$ cat src/rtl/foo_loader_pkg.sv
// -----------------------------------------------------------------------------
// foo_loader_pkg
// Shared types and constants for the foo port-bundle serial loader.
//   state_t    : loader FSM states (IDLE, SHIFT, PARITY, HOLD)
//   *_W        : widths of the fixed bundle fields y, x, abcconst, noconnect
//   frame_len  : number of data bits in one frame for a given def width
//   cnt_width  : width of the bit counter, $clog2(frame_len + 1)
// Optional feature macro used by the loader: FOO_LOADER_PARITY_EN.
// -----------------------------------------------------------------------------
package foo_loader_pkg;

   typedef enum logic [1:0] {
      ST_IDLE   = 2'd0,
      ST_SHIFT  = 2'd1,
      ST_PARITY = 2'd2,
      ST_HOLD   = 2'd3
   } state_t;

   localparam int Y_W   = 1;
   localparam int X_W   = 1;
   localparam int ABC_W = 3;
   localparam int NC_W  = 4;
   localparam int HDR_W = Y_W + X_W + ABC_W + NC_W;

   function automatic int frame_len(input int def_w);
      return HDR_W + def_w;
   endfunction

   function automatic int cnt_width(input int def_w);
      return $clog2(frame_len(def_w) + 1);
   endfunction

endpackage

$ cat src/rtl/foo_loader_shreg.sv
// -----------------------------------------------------------------------------
// foo_loader_shreg
// LEN-bit left-shifting register (new bit enters at bit 0, so the first bit
// received ends up in the MSB) plus a running XOR of every bit shifted in.
//   clk, rst_n : clock, asynchronous active-low reset
//   clr        : clear data and parity (frame start); wins over shift_en
//   shift_en   : shift sdi in this cycle
//   sdi        : serial data bit
//   data       : shift register contents
//   parity     : XOR of all bits shifted in since the last clear
// -----------------------------------------------------------------------------
module foo_loader_shreg #(
   parameter int LEN = 41
) (
   input  logic           clk,
   input  logic           rst_n,
   input  logic           clr,
   input  logic           shift_en,
   input  logic           sdi,
   output logic [LEN-1:0] data,
   output logic           parity
);

   always_ff @(posedge clk or negedge rst_n) begin
      if (!rst_n) begin
         data   <= '0;
         parity <= 1'b0;
      end else if (clr) begin
         data   <= '0;
         parity <= 1'b0;
      end else if (shift_en) begin
         data   <= {data[LEN-2:0], sdi};
         parity <= parity ^ sdi;
      end
   end

endmodule

$ cat src/rtl/foo_port_loader.sv
// -----------------------------------------------------------------------------
// foo_port_loader
// Serial-to-parallel writer for the foo input port bundle. Bits arrive one per
// sdi_valid cycle in field order y, x, abcconst, noconnect, def (each MSB
// first); the bundle outputs change only when a complete frame commits.
//
// Build option: define FOO_LOADER_PARITY_EN to add a trailing even-parity bit
// (PARITY state, live par_err). Without it the frame commits on the last data
// bit and par_err is constant 0.
//
// Ports:
//   clk, rst_n            : clock, asynchronous active-low reset
//   load_start            : pulse that opens (or restarts) a frame
//   sdi, sdi_valid        : serial data bit and its qualifier
//   y, x, abcconst,
//   noconnect, def        : committed bundle (noconnect is signed at consumer)
//   bundle_valid          : bundle holds a complete, unconsumed frame
//   bundle_ack            : consumer has taken the bundle
//   busy                  : frame in progress (SHIFT or PARITY)
//   overrun               : pulse, load_start refused while holding a bundle
//   par_err               : pulse, parity mismatch, frame discarded
//   state_dbg             : current FSM state
//
// Handshake: bundle_valid rises on the edge that commits a frame and stays high
// until an edge samples bundle_ack=1; the bundle is stable for that whole time.
// bundle_ack is only meaningful while bundle_valid=1. A load_start sampled
// together with bundle_ack in HOLD starts the next frame immediately.
// All outputs come straight from flops.
// -----------------------------------------------------------------------------
module foo_port_loader
   import foo_loader_pkg::*;
#(
   parameter int DEF_W = 32
) (
   input  logic             clk,
   input  logic             rst_n,
   input  logic             load_start,
   input  logic             sdi,
   input  logic             sdi_valid,
   output logic             y,
   output logic             x,
   output logic [ABC_W-1:0] abcconst,
   output logic [NC_W-1:0]  noconnect,
   output logic [DEF_W-1:0] def,
   output logic             bundle_valid,
   input  logic             bundle_ack,
   output logic             busy,
   output logic             overrun,
   output logic             par_err,
   output state_t           state_dbg
);

   localparam int FRAME_LEN = frame_len(DEF_W);
   localparam int CNT_W     = cnt_width(DEF_W);

   state_t               state;
   logic [CNT_W-1:0]     bit_cnt;
   logic [FRAME_LEN-1:0] sr_data;
   logic [FRAME_LEN-1:0] commit_frame;
   logic                 sr_parity;
   logic                 shift_en;
   logic                 last_bit;

   // A load_start cycle never carries data: the first bit follows it.
   assign shift_en  = (state == ST_SHIFT) && sdi_valid && !load_start;
   assign last_bit  = (bit_cnt == CNT_W'(FRAME_LEN - 1));
   assign state_dbg = state;

`ifdef FOO_LOADER_PARITY_EN
   // Data is complete in the register by the time the parity bit arrives.
   assign commit_frame = sr_data;
`else
   // Commit on the last data bit itself, so splice that bit in directly.
   assign commit_frame = {sr_data[FRAME_LEN-2:0], sdi};
   logic unused_sr;
   assign unused_sr = ^{sr_data[FRAME_LEN-1], sr_parity};
`endif

   foo_loader_shreg #(
      .LEN (FRAME_LEN)
   ) u_shreg (
      .clk      (clk),
      .rst_n    (rst_n),
      .clr      (load_start),
      .shift_en (shift_en),
      .sdi      (sdi),
      .data     (sr_data),
      .parity   (sr_parity)
   );

   always_ff @(posedge clk or negedge rst_n) begin
      if (!rst_n) begin
         state        <= ST_IDLE;
         bit_cnt      <= '0;
         y            <= 1'b0;
         x            <= 1'b0;
         abcconst     <= '0;
         noconnect    <= '0;
         def          <= '0;
         bundle_valid <= 1'b0;
         busy         <= 1'b0;
         overrun      <= 1'b0;
         par_err      <= 1'b0;
      end else begin
         overrun <= 1'b0;
         par_err <= 1'b0;
         case (state)
            ST_IDLE: begin
               if (load_start) begin
                  state   <= ST_SHIFT;
                  bit_cnt <= '0;
                  busy    <= 1'b1;
               end
            end
            ST_SHIFT: begin
               if (load_start) begin
                  bit_cnt <= '0;
               end else if (sdi_valid) begin
                  if (last_bit) begin
`ifdef FOO_LOADER_PARITY_EN
                     state <= ST_PARITY;
`else
                     state        <= ST_HOLD;
                     busy         <= 1'b0;
                     bundle_valid <= 1'b1;
                     {y, x, abcconst, noconnect, def} <= commit_frame;
`endif
                  end else begin
                     bit_cnt <= bit_cnt + CNT_W'(1);
                  end
               end
            end
`ifdef FOO_LOADER_PARITY_EN
            ST_PARITY: begin
               if (load_start) begin
                  state   <= ST_SHIFT;
                  bit_cnt <= '0;
               end else if (sdi_valid) begin
                  busy <= 1'b0;
                  // Even parity: data XOR parity bit must be zero.
                  if (sr_parity ^ sdi) begin
                     par_err <= 1'b1;
                     state   <= ST_IDLE;
                  end else begin
                     state        <= ST_HOLD;
                     bundle_valid <= 1'b1;
                     {y, x, abcconst, noconnect, def} <= commit_frame;
                  end
               end
            end
`endif
            ST_HOLD: begin
               if (bundle_ack) begin
                  bundle_valid <= 1'b0;
                  if (load_start) begin
                     state   <= ST_SHIFT;
                     bit_cnt <= '0;
                     busy    <= 1'b1;
                  end else begin
                     state <= ST_IDLE;
                  end
               end else if (load_start) begin
                  overrun <= 1'b1;
               end
            end
            default: begin
               state <= ST_IDLE;
               busy  <= 1'b0;
            end
         endcase
      end
   end

endmodule

$ cat config.mk
export PLATFORM = sky130hd
export DESIGN_NAME = foo_port_loader
export DESIGN_NICKNAME = d
export VERILOG_FILES = /design/src/rtl/foo_loader_pkg.sv /design/src/rtl/foo_loader_shreg.sv /design/src/rtl/foo_port_loader.sv
export SDC_FILE = /design/constraint.sdc
export NUM_CORES = 1
export LEC_CHECK = 0
export ABC_CLOCK_PERIOD_IN_PS = 5800
export CELL_PAD_IN_SITES_DETAIL_PLACEMENT = 2
export CELL_PAD_IN_SITES_GLOBAL_PLACEMENT = 2
export CORE_ASPECT_RATIO = 1.2
export CORE_MARGIN = 1
export CORE_UTILIZATION = 25
export DETAILED_ROUTE_END_ITERATION = 8
export PLACE_DENSITY_LB_ADDON = 0.1
export SYNTH_ARGS = -nofsm -noshare
export SYNTH_HDL_FRONTEND = slang
export SYNTH_SLANG_ARGS = --single-unit
$ cat constraint.sdc
create_clock -name clk -period 5.8 [get_ports clk]
set_clock_uncertainty 0.1 [all_clocks]
set_input_delay 1.16 -clock clk [delete_from_list [all_inputs] [get_ports clk]]
set_output_delay 1.16 -clock clk [all_outputs]
set_load 0.1 [all_outputs]
==> impl_results.md, run 1 <==
- N_diodes: 0
- Compound-Gate Fraction of Synth Area: between 10 and 15%
- Period utilization: 56.87%
- RR Endpoint: def[4]
- Clk Latency, worst-skew pair: approximately 0.34 ns
- Final HPWL DP: 5199 um
- TritonCTS clock tree: yes
- Setup_tns: 0 ns
- Hold Path Class: register to register
- Port bufs: 51
- Layout cell share with drive strength beyond 1: a little over a fifth
- Pwr Total: roughly 1.4 mW
- Max FO, Critical Path: slightly above 40
- Mean Syn Cell Area: around 15 sq um
- Achievable Freq: 303.2 MHz
- GRT Total Usage: 11.48%
- Die Span Y: ~140 um
- Worst Path Required: 5.92 ns
- R2r startpoint: state_dbg[1]
- Post-Syn Instances: between 200 and 300
- VDD IR max: ~0.18 mV
- H-Tree Depth: 3
- Drt wl/cell: 16.20 um
- CP bufs+invs: 1
- Clock Path Buffers: 2
- Initial Util: roughly 26%
- Net Sw Frac: about 29%
- Worst-Margin Slew: 1.003 ns
- Most common cell after layout, fill and taps aside: dfrtp_1
- RSZ-0062 raised after global routing: false
- Post-Synth Simple-Gate Area: roughly 5.4%
- Post_cts resized: 0
- Seq cells post-synth: just over 90
- Internal: 1.011 mW
- Largest net degree at the start of global routing: between 40 and 50
- Die area: around 0.016 sq mm
- Area Growth Syn to Fin: 24.54%
- Clock-pin transition on the worst setup and hold timing paths: approximately 0.06 ns
- Total CTS buffers: 9
- Final antenna-violating net count: 0
- CP arrival: between 3 and 4 ns
- Cells after DPL: 499
- Finished Layout Cells: 515
- Core ar.: around 0.015 sq mm
- Drt pass-1 iters: 3
- Commonest cells after routing, fill and taps aside: dfrtp_1, clkdlybuf4s50_1, a22o_1
- Outcome: complete, no violations
- Syn. warnings: 0
- Cell variety after synth: 36
- Relative slew slack: between 30% and 40%
- Power share of the clock group: 39.2%
- Grt ovf: 0
- M1 WL: roughly 4000 um
- Post-synthesis mux area share: approximately 16%
- Iter 0 DRT Violations: just over 70
- Worst Setup Path Type: input pin to register
- Vias in the first global route: approximately 2,600
- Max-Cap Viols: 0
- Clk sinks: 92
- Crit-path slowest cell: nor2_8
- Min Clock Period, post-route: roughly 3.3 ns
- Final Hold Vio Count: 0
- Final Max Slew Viols: 0
- Crit end category: register
- Io pins: 53
- Comb pwr share: about 14%
- Pwr dens: 298.4 mW/mm^2
- Routed wl met2: just over 4000 um
- Mapped Nets: 268
- Final wirelength: 8343 um
- Reg-to-reg slack, setup: roughly 3.0 ns
- Main combinational cell family by area after synthesis: multiplexers
- Chip width: roughly 120 um
- Setup bufs post-CTS: 0
- Hold Path End: def[2]
- Antenna violations before repair: 0
- Seq pwr share: roughly 47%
- Hold Slack: just over 0.4 ns
- Hold_sp: def[2]
- Hold Crit Depth: 1
- Setup crit start kind: input pin
- Netlist Area Pre-Place: 0.003844 sq mm
- Register area share after synthesis: between 50% and 60%
- Global-route wire length before repair: 13,750 um
- Slowest stage delay, CP: 0.79 ns
- Clock Root Buffer: clkbuf_16
- # hold bufs at CTS: 0
- Highest metal used: met4
- Final core occ: around a third
- Std cell rows: between 40 and 50
- Met3 wire length: ~190 um
- P_leak: 2.196 nW
- Post-synthesis adder-cell area fraction: around 2%
- Xor and xnor area share after synthesis: 0%
- Crit path cell chain: clkdlybuf4s50_1 -> nor2b_1 -> nand2_1 -> nor2_8 -> mux2_2
- Final Wtd Congestion: about 0.69
- Drt drc: 0
- Vias per cell: 4.466
- DR vias: around 2,300
- Top delay family on crit path: simple AND/OR/NAND/NOR gates
- Switching power: between 400 and 500 uW
- Final setup vio count: 0
- Reg2Reg Depth: 6
- Nets: about 320
## area by class of cell
class	count	area, sq um
inverter	7	26.28
multi-input combinational	142	1395
timing repair buffer	54	530.5
tap	204	255.2
fill	1599	10230
clock inverter	5	35.03
clock buffer	11	242.7
sequential	92	2302
## state kept, by name, summed over array words and instances (netlist names)
register / count
abcconst: 3
bit_cnt: 6
bundle_valid: 1
busy: 1
def: 32
noconnect: 4
overrun: 1
state_dbg: 2
u_shreg.data: 40
x: 1
y: 1
## cell usage after synthesis
cell	n	share of area [%]
dfrtp_1	92	60
a22o_1	41	9.3
mux2_4	40	16
a21oi_1	7	0.91
inv_1	7	0.68
ha_1	6	2.0
buf_2	5	0.65
clkbuf_1	5	0.49
nand2_1	5	0.49
nor2_1	5	0.49
nor2b_1	5	0.81
buf_12	4	2.1
and2_1	3	0.49
o21ai_0	3	0.39
a31oi_1	2	0.33
mux2_2	2	0.59
nand3_1	2	0.26
nor3_1	2	0.26
nor4_1	2	0.33
o2bb2ai_1	2	0.46
a211o_1	1	0.23
a41o_1	1	0.26
and2_2	1	0.20
and3_1	1	0.16
and3_2	1	0.20
buf_4	1	0.20
conb_1	1	0.098
nand2b_1	1	0.16
nand3b_1	1	0.20
nor2_8	1	0.52
nor3_2	1	0.26
o22ai_1	1	0.16
o41ai_1	1	0.23
or2_2	1	0.16
or3_1	1	0.16
or3b_4	1	0.29
## worst register-to-register path: stages (launching register included)
cell and delay [ns]:
dfrtp_1 0.43, inv_1 0.13, ha_1 0.37, nor2b_1 0.27, nand2_1 0.17, nor2_8 0.79, mux2_2 0.42
## stage by stage
step | area (sq um) | worst slack (ns)
6_report | 4787 | 2.502
5_1_grt | 4787 | 2.297
4_1_cts | 4787 | 2.406
3_5_place_dp | 4509 | 2.051
3_3_place_gp | 4509 | 2.126
2_1_floorplan | 3844 | 3.215
## kinds of logic after synthesis
logic type | Yosys count
buffers and inverters | 22
muxes | 42
DFF | 92
AOI/OAI and AO/OA | 59
adders and majority gates | 6
and+or+nand+nor | 34
other | 1
## routing by layer
| layer | up-vias | track usage, % |
|---|---|---|
| met4 | 0 | 6.133 |
| li1 | 1022 | - |
| met5 | - | 0 |
| met3 | 11 | 1.716 |
| met2 | 37 | 18.71 |
| met1 | 1230 | 14.68 |
## power by group through the flow
stage	sequential [mW]	combinational, mW	clock, mW
2_1_floorplan	0.724	0.0927	0
3_5_place_dp	0.679	0.208	0
5_1_grt	0.668	0.221	0.607
4_1_cts	0.667	0.208	0.580
3_3_place_gp	0.679	0.205	0
6_report	0.666	0.203	0.559
## worst max path at each step
stage               cells after the start          from     endpoint  slack, ns
floorplan                               6  state_dbg[0]  abcconst[0]       3.22
global placement                        5    load_start       def[4]       2.13
detailed placement                      5    load_start       def[4]       2.05
CTS                                     5    load_start       def[4]       2.41
global route                            5    load_start       def[4]       2.30
finish                                  5    load_start       def[4]       2.50
No activity file was read; power rests on OpenSTA's default activity.
==> run 2: changes to the inputs <==
--- a/config.mk
+++ b/config.mk
@@ -5,7 +5,7 @@
 export SDC_FILE = /design/constraint.sdc
 export NUM_CORES = 1
 export LEC_CHECK = 0
-export ABC_CLOCK_PERIOD_IN_PS = 5800
+export ABC_CLOCK_PERIOD_IN_PS = 3000
 export CELL_PAD_IN_SITES_DETAIL_PLACEMENT = 2
 export CELL_PAD_IN_SITES_GLOBAL_PLACEMENT = 2
 export CORE_ASPECT_RATIO = 1.2
==> constraint.sdc (replaced) <==
create_clock -name clk -period 3 [get_ports clk]
set_clock_uncertainty 0.1 [all_clocks]
set_input_delay 0.6 -clock clk [delete_from_list [all_inputs] [get_ports clk]]
set_output_delay 0.6 -clock clk [all_outputs]
set_load 0.1 [all_outputs]
==> impl_results.md, run 2 (synthesis results as in run 1) <==
- Worst Path Required: around 3.1 ns
- Grt ovf: 0
- Final antenna-violating net count: 0
- Antenna violations before repair: 0
- Final setup vio count: 0
- Max FO, Critical Path: 41
- Initial Util: between 20% and 30%
- CP bufs+invs: 2
- Area Growth Syn to Fin: 24.38%
- H-Tree Depth: 3
- DR vias: approximately 2,300
- # hold bufs at CTS: 0
- Port bufs: slightly above 50
- Vias in the first global route: between 2,000 and 3,000
- Clk Latency, worst-skew pair: 0.35 ns
- Achievable Freq: 397.5 MHz
- Drt pass-1 iters: 4
- Cells after DPL: between 500 and 600
- Die area: 0.01588 sq mm
- Std cell rows: 49
- Global-route wire length before repair: approximately 14,000 um
- Setup bufs post-CTS: 0
- Pwr dens: around 630 mW/mm^2
- Outcome: complete, no violations
- Placed Area: around 0.0044 sq mm
- Final core occ: about a third
- Total CTS buffers: 9
- Nets: 322
- Layout cell share with drive strength beyond 1: 37.78%
- Worst Setup Path Type: register to register
- Final Hold Vio Count: 0
- TritonCTS clock tree: yes
- Die Span Y: between 100 and 150 um
- Crit-path slowest cell: dfrtp_1
- Final HPWL DP: about 5400 um
- Commonest cells after routing, fill and taps aside: dfrtp_1, buf_4, a22o_1
- Slack of the critical path: about 0.48 ns
- Final Max Slew Viols: 0
- Crit path cell chain: inv_1 -> ha_1 -> nor2b_1 -> nand2_1 -> nor2_8 -> buf_12 -> mux2_2
- Core ar.: about 0.015 sq mm
- Most common cell after layout, fill and taps aside: dfrtp_1
- Clock Root Buffer: clkbuf_16
- Largest net degree at the start of global routing: between 40 and 50
- Vias per cell: 4.437
- P_leak: between 2 and 2.5 nW
- Crit end category: register
- Max-Cap Viols: 0
- GRT Total Usage: a little under an eighth
- Final Cell Area: 0.004781 sq mm
- Reg-to-reg slack, setup: slightly below 0.5 ns
- Largest register FFs: 40
- Drt wl/cell: roughly 16 um
- Drt drc: 0
- Post_cts resized: 0
- Relative slew slack: 47.06%
- Top Registers: u_shreg.data (40), def (32), bit_cnt (6)
- Slowest stage delay, CP: ~0.44 ns
- Setup_tns: 0 ns
- Clock Path Buffers: 2
- Min Clock Period, post-route: 2.516 ns
- Worst-Margin Slew: just under 0.8 ns
- Chip width: roughly 120 um
- Finished Layout Cells: approximately 520
- Final Wtd Congestion: approximately 0.7
- Setup crit start kind: register
- Io pins: 53
- Hold Path Class: input pin to async pin
- VDD IR max: roughly 0.33 mV
- Clk sinks: 92
- Top delay family on crit path: simple AND/OR/NAND/NOR gates
- RSZ-0062 raised after global routing: false
- CP arrival: roughly 2.7 ns
- Period utilization: between 80% and 90%
- Iter 0 DRT Violations: 89
- Largest Register: u_shreg.data
- Final wirelength: between 8000 and 9000 um
- Clock-pin transition on the worst setup and hold timing paths: ~0.070 ns
- DP Worst Slack: ~0.3 ns
- N_diodes: 0
-- run 2: changes by cell type in the layout (fill, tap and decap cells not counted), moves of 2 or more --
| cell | previous run | this run |
|---|---|---|
| buf_4 | 4 | 53 |
| bufinv_16 | 0 | 2 |
| clkbuf_8 | 1 | 3 |
| clkdlybuf4s50_1 | 50 | 4 |
| clkinv_2 | 2 | 0 |
-- run 2: area by class of cell --
class / count / area, sq um
Timing Repair Buffer: 58 / 457.9
Fill cell: 1541 / 10240
Multi-Input combinational cell: 142 / 1395
Tap cell: 204 / 255.2
Clock inverter: 4 / 77.57
Sequential cell: 92 / 2302
Inverter: 7 / 26.28
Clock buffer: 12 / 266.5
-- run 2: routing by layer --
layer / vias to the layer above / wire [um] / global-route usage, %
met4: 0 / 206 / 6.926
met2: 46 / 4063 / 18.78
li1: 1039 / - / -
met5: - / 0 / 0
met3: 13 / 294 / 2.464
met1: 1205 / 3984 / 15.12
-- run 2: where the power goes --
| group | total (mW) | internal (mW) | leakage (nW) | switching (mW) |
|---|---|---|---|---|
| sequential | 1.28 | 1.26 | 1.28 | 0.0210 |
| clock | 1.31 | 0.805 | 0.170 | 0.504 |
| combinational | 0.396 | 0.0996 | 0.894 | 0.296 |
| total | 2.99 | 2.17 | 2.35 | 0.821 |
-- run 2: metrics by stage --
| step | hold slack (ns) | total power, mW |
|---|---|---|
| 3_3_place_gp | 0.3870 | 1.708 |
| 6_report | 0.1508 | 2.989 |
| 4_1_cts | 0.1731 | 3.048 |
| 2_1_floorplan | 0.2044 | 1.579 |
| 3_5_place_dp | 0.3882 | 1.713 |
| 5_1_grt | 0.1972 | 3.123 |
-- run 2: worst paths after layout --
path | from | end | depth (start not counted)
max in group asynchronous | rst_n | def[0] | 2
min in group clk | u_shreg.data[39] | u_shreg.data[39] | 1
worst max register to register | state_dbg[1] | def[4] | 7
worst min-delay path | rst_n | def[22] | 1
worst min register to register | u_shreg.data[39] | u_shreg.data[39] | 1
worst max-delay path | state_dbg[1] | def[4] | 7
